### config.mk
export PLATFORM = sky130hd
export DESIGN_NAME = lzc_sched
export DESIGN_NICKNAME = d
export VERILOG_FILES = /design/src/rtl/lzc_pkg.sv /design/src/rtl/rr_arbiter.sv /design/src/rtl/lzc_sched.sv
export SDC_FILE = /design/constraint.sdc
export NUM_CORES = 1
export LEC_CHECK = 0
export ABC_AREA = 0
export CELL_PAD_IN_SITES_DETAIL_PLACEMENT = 0
export CELL_PAD_IN_SITES_GLOBAL_PLACEMENT = 2
export CORE_ASPECT_RATIO = 0.8
export CORE_UTILIZATION = 25
export DETAILED_ROUTE_END_ITERATION = 8
export GPL_TIMING_DRIVEN = 1
export HOLD_SLACK_MARGIN = 0.15
export PLACE_DENSITY_LB_ADDON = 0.1
export SYNTH_ARGS = -nofsm -noshare
export SYNTH_HDL_FRONTEND = slang
export SYNTH_SLANG_ARGS = --single-unit
### constraint.sdc
create_clock -name clk -period 7.7 [get_ports clk]
set_clock_uncertainty 0.2 [all_clocks]
set_input_delay 1.54 -clock clk [delete_from_list [all_inputs] [get_ports clk]]
set_output_delay 1.54 -clock clk [all_outputs]
set_load 0.01 [all_outputs]
### src/rtl/lzc_pkg.sv
// Shared types and defaults for the lzc scheduler and the lzc unit it feeds.
package lzc_pkg;

    typedef enum logic [1:0] {
        IDLE  = 2'd0,
        ISSUE = 2'd1,
        WAIT  = 2'd2,
        RESP  = 2'd3
    } lzc_sched_state_t;

    localparam int LZC_WIDTH = 8;
    localparam int LZC_WORD  = 4;

    // Width of a leading-zero count that must also represent the all-zero case.
    function automatic int lzc_zw(input int width, input int word);
        return $clog2(width * word) + 1;
    endfunction

endpackage

### src/rtl/rr_arbiter.sv
// Combinational round-robin pick: first set request at or above ptr, wrapping.
module rr_arbiter #(
    parameter  int NREQ = 4,
    localparam int IW   = $clog2(NREQ)
) (
    input  logic [NREQ-1:0] req,
    input  logic [IW-1:0]   ptr,
    input  logic            en,
    output logic [NREQ-1:0] gnt,
    output logic [IW-1:0]   id
);

    logic [IW:0] idx;
    logic        found;

    // One extra bit on idx keeps ptr+i from overflowing before the wrap.
    always_comb begin
        gnt   = '0;
        id    = '0;
        found = 1'b0;
        idx   = '0;
        for (int i = 0; i < NREQ; i++) begin
            idx = {1'b0, ptr} + (IW+1)'(i);
            if (idx >= (IW+1)'(NREQ)) begin
                idx = idx - (IW+1)'(NREQ);
            end
            if (!found && req[idx[IW-1:0]]) begin
                found = 1'b1;
                id    = idx[IW-1:0];
            end
        end
        if (en && found) begin
            gnt[id] = 1'b1;
        end
    end

endmodule

### src/rtl/lzc_sched.sv
// Round-robin scheduler sharing one lzc unit: grant, stream WORD beats MSB first,
// wait for the count (or time out), then return it tagged with the requester id.
module lzc_sched
    import lzc_pkg::*;
#(
    parameter  int WIDTH   = LZC_WIDTH,
    parameter  int WORD    = LZC_WORD,
    parameter  int NREQ    = 4,
    parameter  int TIMEOUT = 16,
    localparam int ZW      = lzc_zw(WIDTH, WORD),
    localparam int IW      = $clog2(NREQ)
) (
    input  logic                         clk,
    input  logic                         rst,
    input  logic [NREQ-1:0]              req,
    input  logic [NREQ*WIDTH*WORD-1:0]   req_data,
    input  logic [NREQ-1:0]              req_mode,
    output logic [NREQ-1:0]              gnt,
    output logic                         rsp_valid,
    output logic [IW-1:0]                rsp_id,
    output logic [ZW-1:0]                rsp_zeros,
    output logic                         rsp_err,
    output logic                         busy,
    output logic [WIDTH-1:0]             lzc_data,
    output logic                         lzc_ivalid,
    output logic                         lzc_mode,
    input  logic [ZW-1:0]                lzc_zeros,
    input  logic                         lzc_ovalid
);

    localparam int OPW = WIDTH * WORD;
    localparam int BW  = $clog2(WORD + 1);
    localparam int TW  = $clog2(TIMEOUT + 1);

    localparam logic [BW-1:0] LAST_BEAT = BW'(WORD - 1);
    localparam logic [TW-1:0] LAST_TMO  = TW'(TIMEOUT - 1);
    localparam logic [IW-1:0] LAST_ID   = IW'(NREQ - 1);

    lzc_sched_state_t state_q, state_d;

    logic [IW-1:0]    rr_ptr_q;
    logic [IW-1:0]    id_q;
    logic [OPW-1:0]   op_q;
    logic [BW-1:0]    beat_q;
    logic [TW-1:0]    tmo_q;

    logic [WIDTH-1:0] lzc_data_q;
    logic             lzc_ivalid_q;
    logic             lzc_mode_q;
    logic             rsp_valid_q;
    logic [IW-1:0]    rsp_id_q;
    logic [ZW-1:0]    rsp_zeros_q;
    logic             rsp_err_q;
    logic             busy_q;

    logic [NREQ-1:0]  arb_gnt;
    logic [IW-1:0]    arb_id;
    logic             arb_en;
    logic             granted;
    logic [OPW-1:0]   sel_op;
    logic             sel_mode;
    logic [IW-1:0]    next_ptr;

    assign arb_en  = (state_q == IDLE);
    assign granted = |arb_gnt;

    rr_arbiter #(.NREQ(NREQ)) u_arb (
        .req (req),
        .ptr (rr_ptr_q),
        .en  (arb_en),
        .gnt (arb_gnt),
        .id  (arb_id)
    );

    always_comb begin
        sel_op   = '0;
        sel_mode = 1'b0;
        for (int i = 0; i < NREQ; i++) begin
            if (arb_gnt[i]) begin
                sel_op   = req_data[i*OPW +: OPW];
                sel_mode = req_mode[i];
            end
        end
    end

    assign next_ptr = (arb_id == LAST_ID) ? '0 : arb_id + IW'(1);

    always_comb begin
        state_d = state_q;
        unique case (state_q)
            IDLE:    if (granted) state_d = ISSUE;
            ISSUE:   if (beat_q == LAST_BEAT) state_d = WAIT;
            WAIT:    if (lzc_ovalid || tmo_q == LAST_TMO) state_d = RESP;
            RESP:    state_d = IDLE;
            default: state_d = IDLE;
        endcase
    end

    // The operand is kept pre-shifted so the next beat is always its top WIDTH bits.
    always_ff @(posedge clk or posedge rst) begin
        if (rst) begin
            state_q      <= IDLE;
            rr_ptr_q     <= '0;
            id_q         <= '0;
            op_q         <= '0;
            beat_q       <= '0;
            tmo_q        <= '0;
            lzc_data_q   <= '0;
            lzc_ivalid_q <= 1'b0;
            lzc_mode_q   <= 1'b0;
            rsp_valid_q  <= 1'b0;
            rsp_id_q     <= '0;
            rsp_zeros_q  <= '0;
            rsp_err_q    <= 1'b0;
            busy_q       <= 1'b0;
        end else begin
            state_q     <= state_d;
            busy_q      <= (state_d != IDLE);
            rsp_valid_q <= 1'b0;
            unique case (state_q)
                IDLE: begin
                    if (granted) begin
                        op_q         <= sel_op << WIDTH;
                        lzc_data_q   <= sel_op[OPW-1 -: WIDTH];
                        lzc_ivalid_q <= 1'b1;
                        lzc_mode_q   <= sel_mode;
                        id_q         <= arb_id;
                        beat_q       <= '0;
                        rr_ptr_q     <= next_ptr;
                    end
                end
                ISSUE: begin
                    if (beat_q == LAST_BEAT) begin
                        lzc_ivalid_q <= 1'b0;
                        tmo_q        <= '0;
                    end else begin
                        beat_q     <= beat_q + BW'(1);
                        lzc_data_q <= op_q[OPW-1 -: WIDTH];
                        op_q       <= op_q << WIDTH;
                    end
                end
                WAIT: begin
                    if (lzc_ovalid) begin
                        rsp_valid_q <= 1'b1;
                        rsp_id_q    <= id_q;
                        rsp_zeros_q <= lzc_zeros;
                        rsp_err_q   <= 1'b0;
                    end else if (tmo_q == LAST_TMO) begin
                        rsp_valid_q <= 1'b1;
                        rsp_id_q    <= id_q;
                        rsp_zeros_q <= '0;
                        rsp_err_q   <= 1'b1;
                    end else begin
                        tmo_q <= tmo_q + TW'(1);
                    end
                end
                RESP: begin
                end
                default: begin
                end
            endcase
        end
    end

    assign gnt        = arb_gnt;
    assign rsp_valid  = rsp_valid_q;
    assign rsp_id     = rsp_id_q;
    assign rsp_zeros  = rsp_zeros_q;
    assign rsp_err    = rsp_err_q;
    assign busy       = busy_q;
    assign lzc_data   = lzc_data_q;
    assign lzc_ivalid = lzc_ivalid_q;
    assign lzc_mode   = lzc_mode_q;

endmodule
==> impl_metrics.json <==
{
  "cts_hold_buf": 0,
  "cts_tree": "done",
  "outcome": "finished, final reports clean",
  "core_area_um2": 14300,
  "fin_worst_hold_slack_ns": 0.280,
  "clk_latency_ns": 0.34,
  "root_buffer": "clkbuf_16",
  "ys.flop_type": "dfrtp_1",
  "hold_viol": 0,
  "numCtsBuffers": 9,
  "place_hpwl_um": 8820,
  "slowest_delay_ns": 0.58,
  "min_period_ns": 6.13,
  "grt_antenna_before_repair": 0,
  "synth_warnings": 0,
  "path_delay_family": "buffers and inverters",
  "async_flop_share_pct": 100,
  "drtIter0Drc": 155,
  "muxShareOfSynthArea_pct": 1.23,
  "cp-end-kind": "primary output",
  "crit_buf_inv": 4,
  "mostFrequentLayoutCells": "clkdlybuf4s50_1 (169), dfrtp_1 (59), nand2_1 (58)",
  "synthCells": 400,
  "first_pass_iters": 4,
  "critPathLaunchType": "input pin",
  "io_pins": 170,
  "crit_top_cell": "clkdlybuf4s50_1",
  "ant_nets": 0,
  "power_per_cell_area_nw_per_um2": 356,
  "r2r_slack_ns": 3.87,
  "fin_tns_setup_ns": 0,
  "vias": 3647,
  "grt_pass1_vias": 3744,
  "cts_max_level": 3,
  "slowest_stage": "a221oi_1",
  "cts_setup_buffers": 0,
  "synth_xor_area_share_pct": 0,
  "crit_chain": "clkdlybuf4s50_1 > inv_1 > a22o_1 > a221oi_1 > ha_1 > buf_4 > and2_1 > clkdlybuf4s50_1",
  "rr_worst_depth": 9,
  "vias_per_cell": 4.96,
  "tightest_slew_ns": 1.16,
  "drt-met1-wl_um": 6100,
  "synth-simple-area-share_pct": 18.6,
  "crit_type": "in2out",
  "wl_per_cell_um": 17.4,
  "fp-row-count": 39,
  "routed.top_layer": "met4",
  "critPathLaunch": "req[3]",
  "cts_max_path_buffers": 2,
  "synth_top_cell_area_share_pct": 40.4,
  "hold-path-cell-count": 2,
  "grt_start_max_net_pins": 62,
  "synth_nets": 553,
  "yosys.area.top_type": "dfrtp_1",
  "num-nets-final": 700,
  "globalRouteOverflowTotal": 0,
  "die_area_um2": 15100,
  "setup_violations": 0,
  "reg2reg_from": "rr_ptr_q[0]$_DFFE_PP0P_",
  "synthAdderAreaFrac_pct": 2.74,
  "syn_to_final_growth_pct": 56.9,
  "worstPathArrival_ns": 4.39,
  "clkSlewWorstSetupHoldPaths_ns": 0.05,
  "cts-resized-gates": 0,
  "synth_edf_count": 0,
  "relSlewSlack_pct": 22.3,
  "layout-drive-gt1-share_pct": 6.70,
  "grt_pass1_wl_um": 20100,
  "place_congestion": 0.696,
  "power_leakage_nw": 2.23,
  "port_buffers": 169,
  "synth_area_um2": 3660,
  "hold_path_startpoint": "op_q[26]$_DFFE_PP0P_",
  "wl_um": 12800,
  "dieWidth_um": 137,
  "synth_top_family_by_area": "compound AO/OA/AOI/OAI gates",
  "final_common_cell": "clkdlybuf4s50_1",
  "hold_path_class": "reg2reg",
  "irDropWorstVdd_v": 0.000212,
  "netlist_top_cells_area": "dfrtp_1 (40%), a221o_1 (6.6%), nand2_1 (6.0%)",
  "cp.required_ns": 5.96,
  "slew_viol_final": 0,
  "layout.cells.non_filler": 736,
  "synthDistinctLibCells": 43,
  "min_to": "op_q[26]$_DFFE_PP0P_",
  "cts_sinks": 59,
  "rsz0062_at_grt": "no",
  "place_inst": 720,
  "yosysSeqAreaShare_pct": 40.4,
  "period_share_pct": 79.6,
  "routed-wl-met2_um": 5770,
  "met3WireLength_um": 845,
  "max_clock_freq_ghz": 0.163,
  "insertedDiodeCount": 0,
  "timing.rr.end": "lzc_data[7]$_DFFE_PP0P_",
  "grt_use_total_pct": 17.8,
  "cap_viol_max_count": 0,
  "ys_seq_elements": 59,
  "crit_fanout": 36,
  "syn_avg_cell_area_um2": 9.15,
  "synth_compound_area_share_pct": 31.0,
  "start_util_pct": 25.6,
  "drcViolationCount": 0,
  "die_y_um": 110
}
## flip-flops by register name (all words and copies together) (netlist names)
| register | cells |
|---|---|
| beat_q | 3 |
| state_q | 2 |
| rsp_id | 2 |
| id_q | 2 |
| rsp_zeros | 6 |
| rsp_valid | 1 |
| rr_ptr_q | 2 |
| op_q | 24 |
| tmo_q | 5 |
| lzc_mode | 1 |
| rsp_err | 1 |
| busy | 1 |
| lzc_data | 8 |
| lzc_ivalid | 1 |
## metrics by stage
| step | instance area, µm² | power [mW] | util [%] | worst slack [ns] |
|---|---|---|---|---|
| after floorplan | 3660 | 1.29 | - | 2.56 |
| after global placement | 5450 | 1.65 | 38.1 | 1.60 |
| after detailed placement | 5450 | 1.67 | 38.1 | 1.55 |
| after CTS | 5740 | 2.07 | 40.2 | 1.54 |
| after global routing | 5740 | 2.22 | 40.2 | 1.39 |
| final | 5740 | 2.05 | 40.2 | 1.57 |
## area by class of cell
type                    count  area [µm²]
repair buffers            174        1730
well taps                 184         230
fillers                  1404        8560
flip-flops and latches     59        1480
inverters                  11        41.3
multi-input cells         292        1970
clock buffers               9         225
clock inverters             7        68.8
## cells by family after synthesis
logic type,Yosys count
buf+inv,49
simple gates,131
fa+ha+maj,8
mux,4
flops,59
compound gates,149
## cells in the mapped netlist, drive strengths merged (2+ instances only)
cell type   n
a32oi      15
nand2      58
a221oi     10
mux2        4
nor2b      26
a221o      24
nor2       15
o31ai      10
a311oi      3
or2         3
and2        5
dfrtp      59
buf        20
a21oi      11
o21ai      36
nand3       2
nor4        2
a31oi      10
o2111ai     9
inv        11
a22o       15
ha          8
nand2b     15
clkbuf     18
## worst max path at each step
stage	end	slack, ns	cells past startpoint
final	gnt[1]	1.57	8
after CTS	gnt[1]	1.54	8
after global placement	gnt[1]	1.60	8
after floorplan	gnt[3]	2.56	8
after global routing	gnt[1]	1.39	8
after detailed placement	gnt[1]	1.55	8
## power by group
part,switching (mW),internal (mW)
combinational,0.624,0.498
sequential,0.0848,0.443
clock,0.148,0.249
## worst register-to-register path, cell delays in order (launching register included)
cell,delay [ns]
dfrtp_1,0.34
inv_1,0.06
a22o_1,0.20
a221oi_1,0.58
ha_2,0.33
buf_4,0.53
or2_1,0.89
a221o_1,0.29
o2111ai_1,0.14
a31oi_1,0.21
## per-layer routing
layer	global-route usage, %	up-vias
li1	-	1801
met1	22.7	1711
met2	29.6	124
met3	4.89	11
met4	4.47	0
met5	0	-
Note: power is estimated with default switching activity, not from simulation.
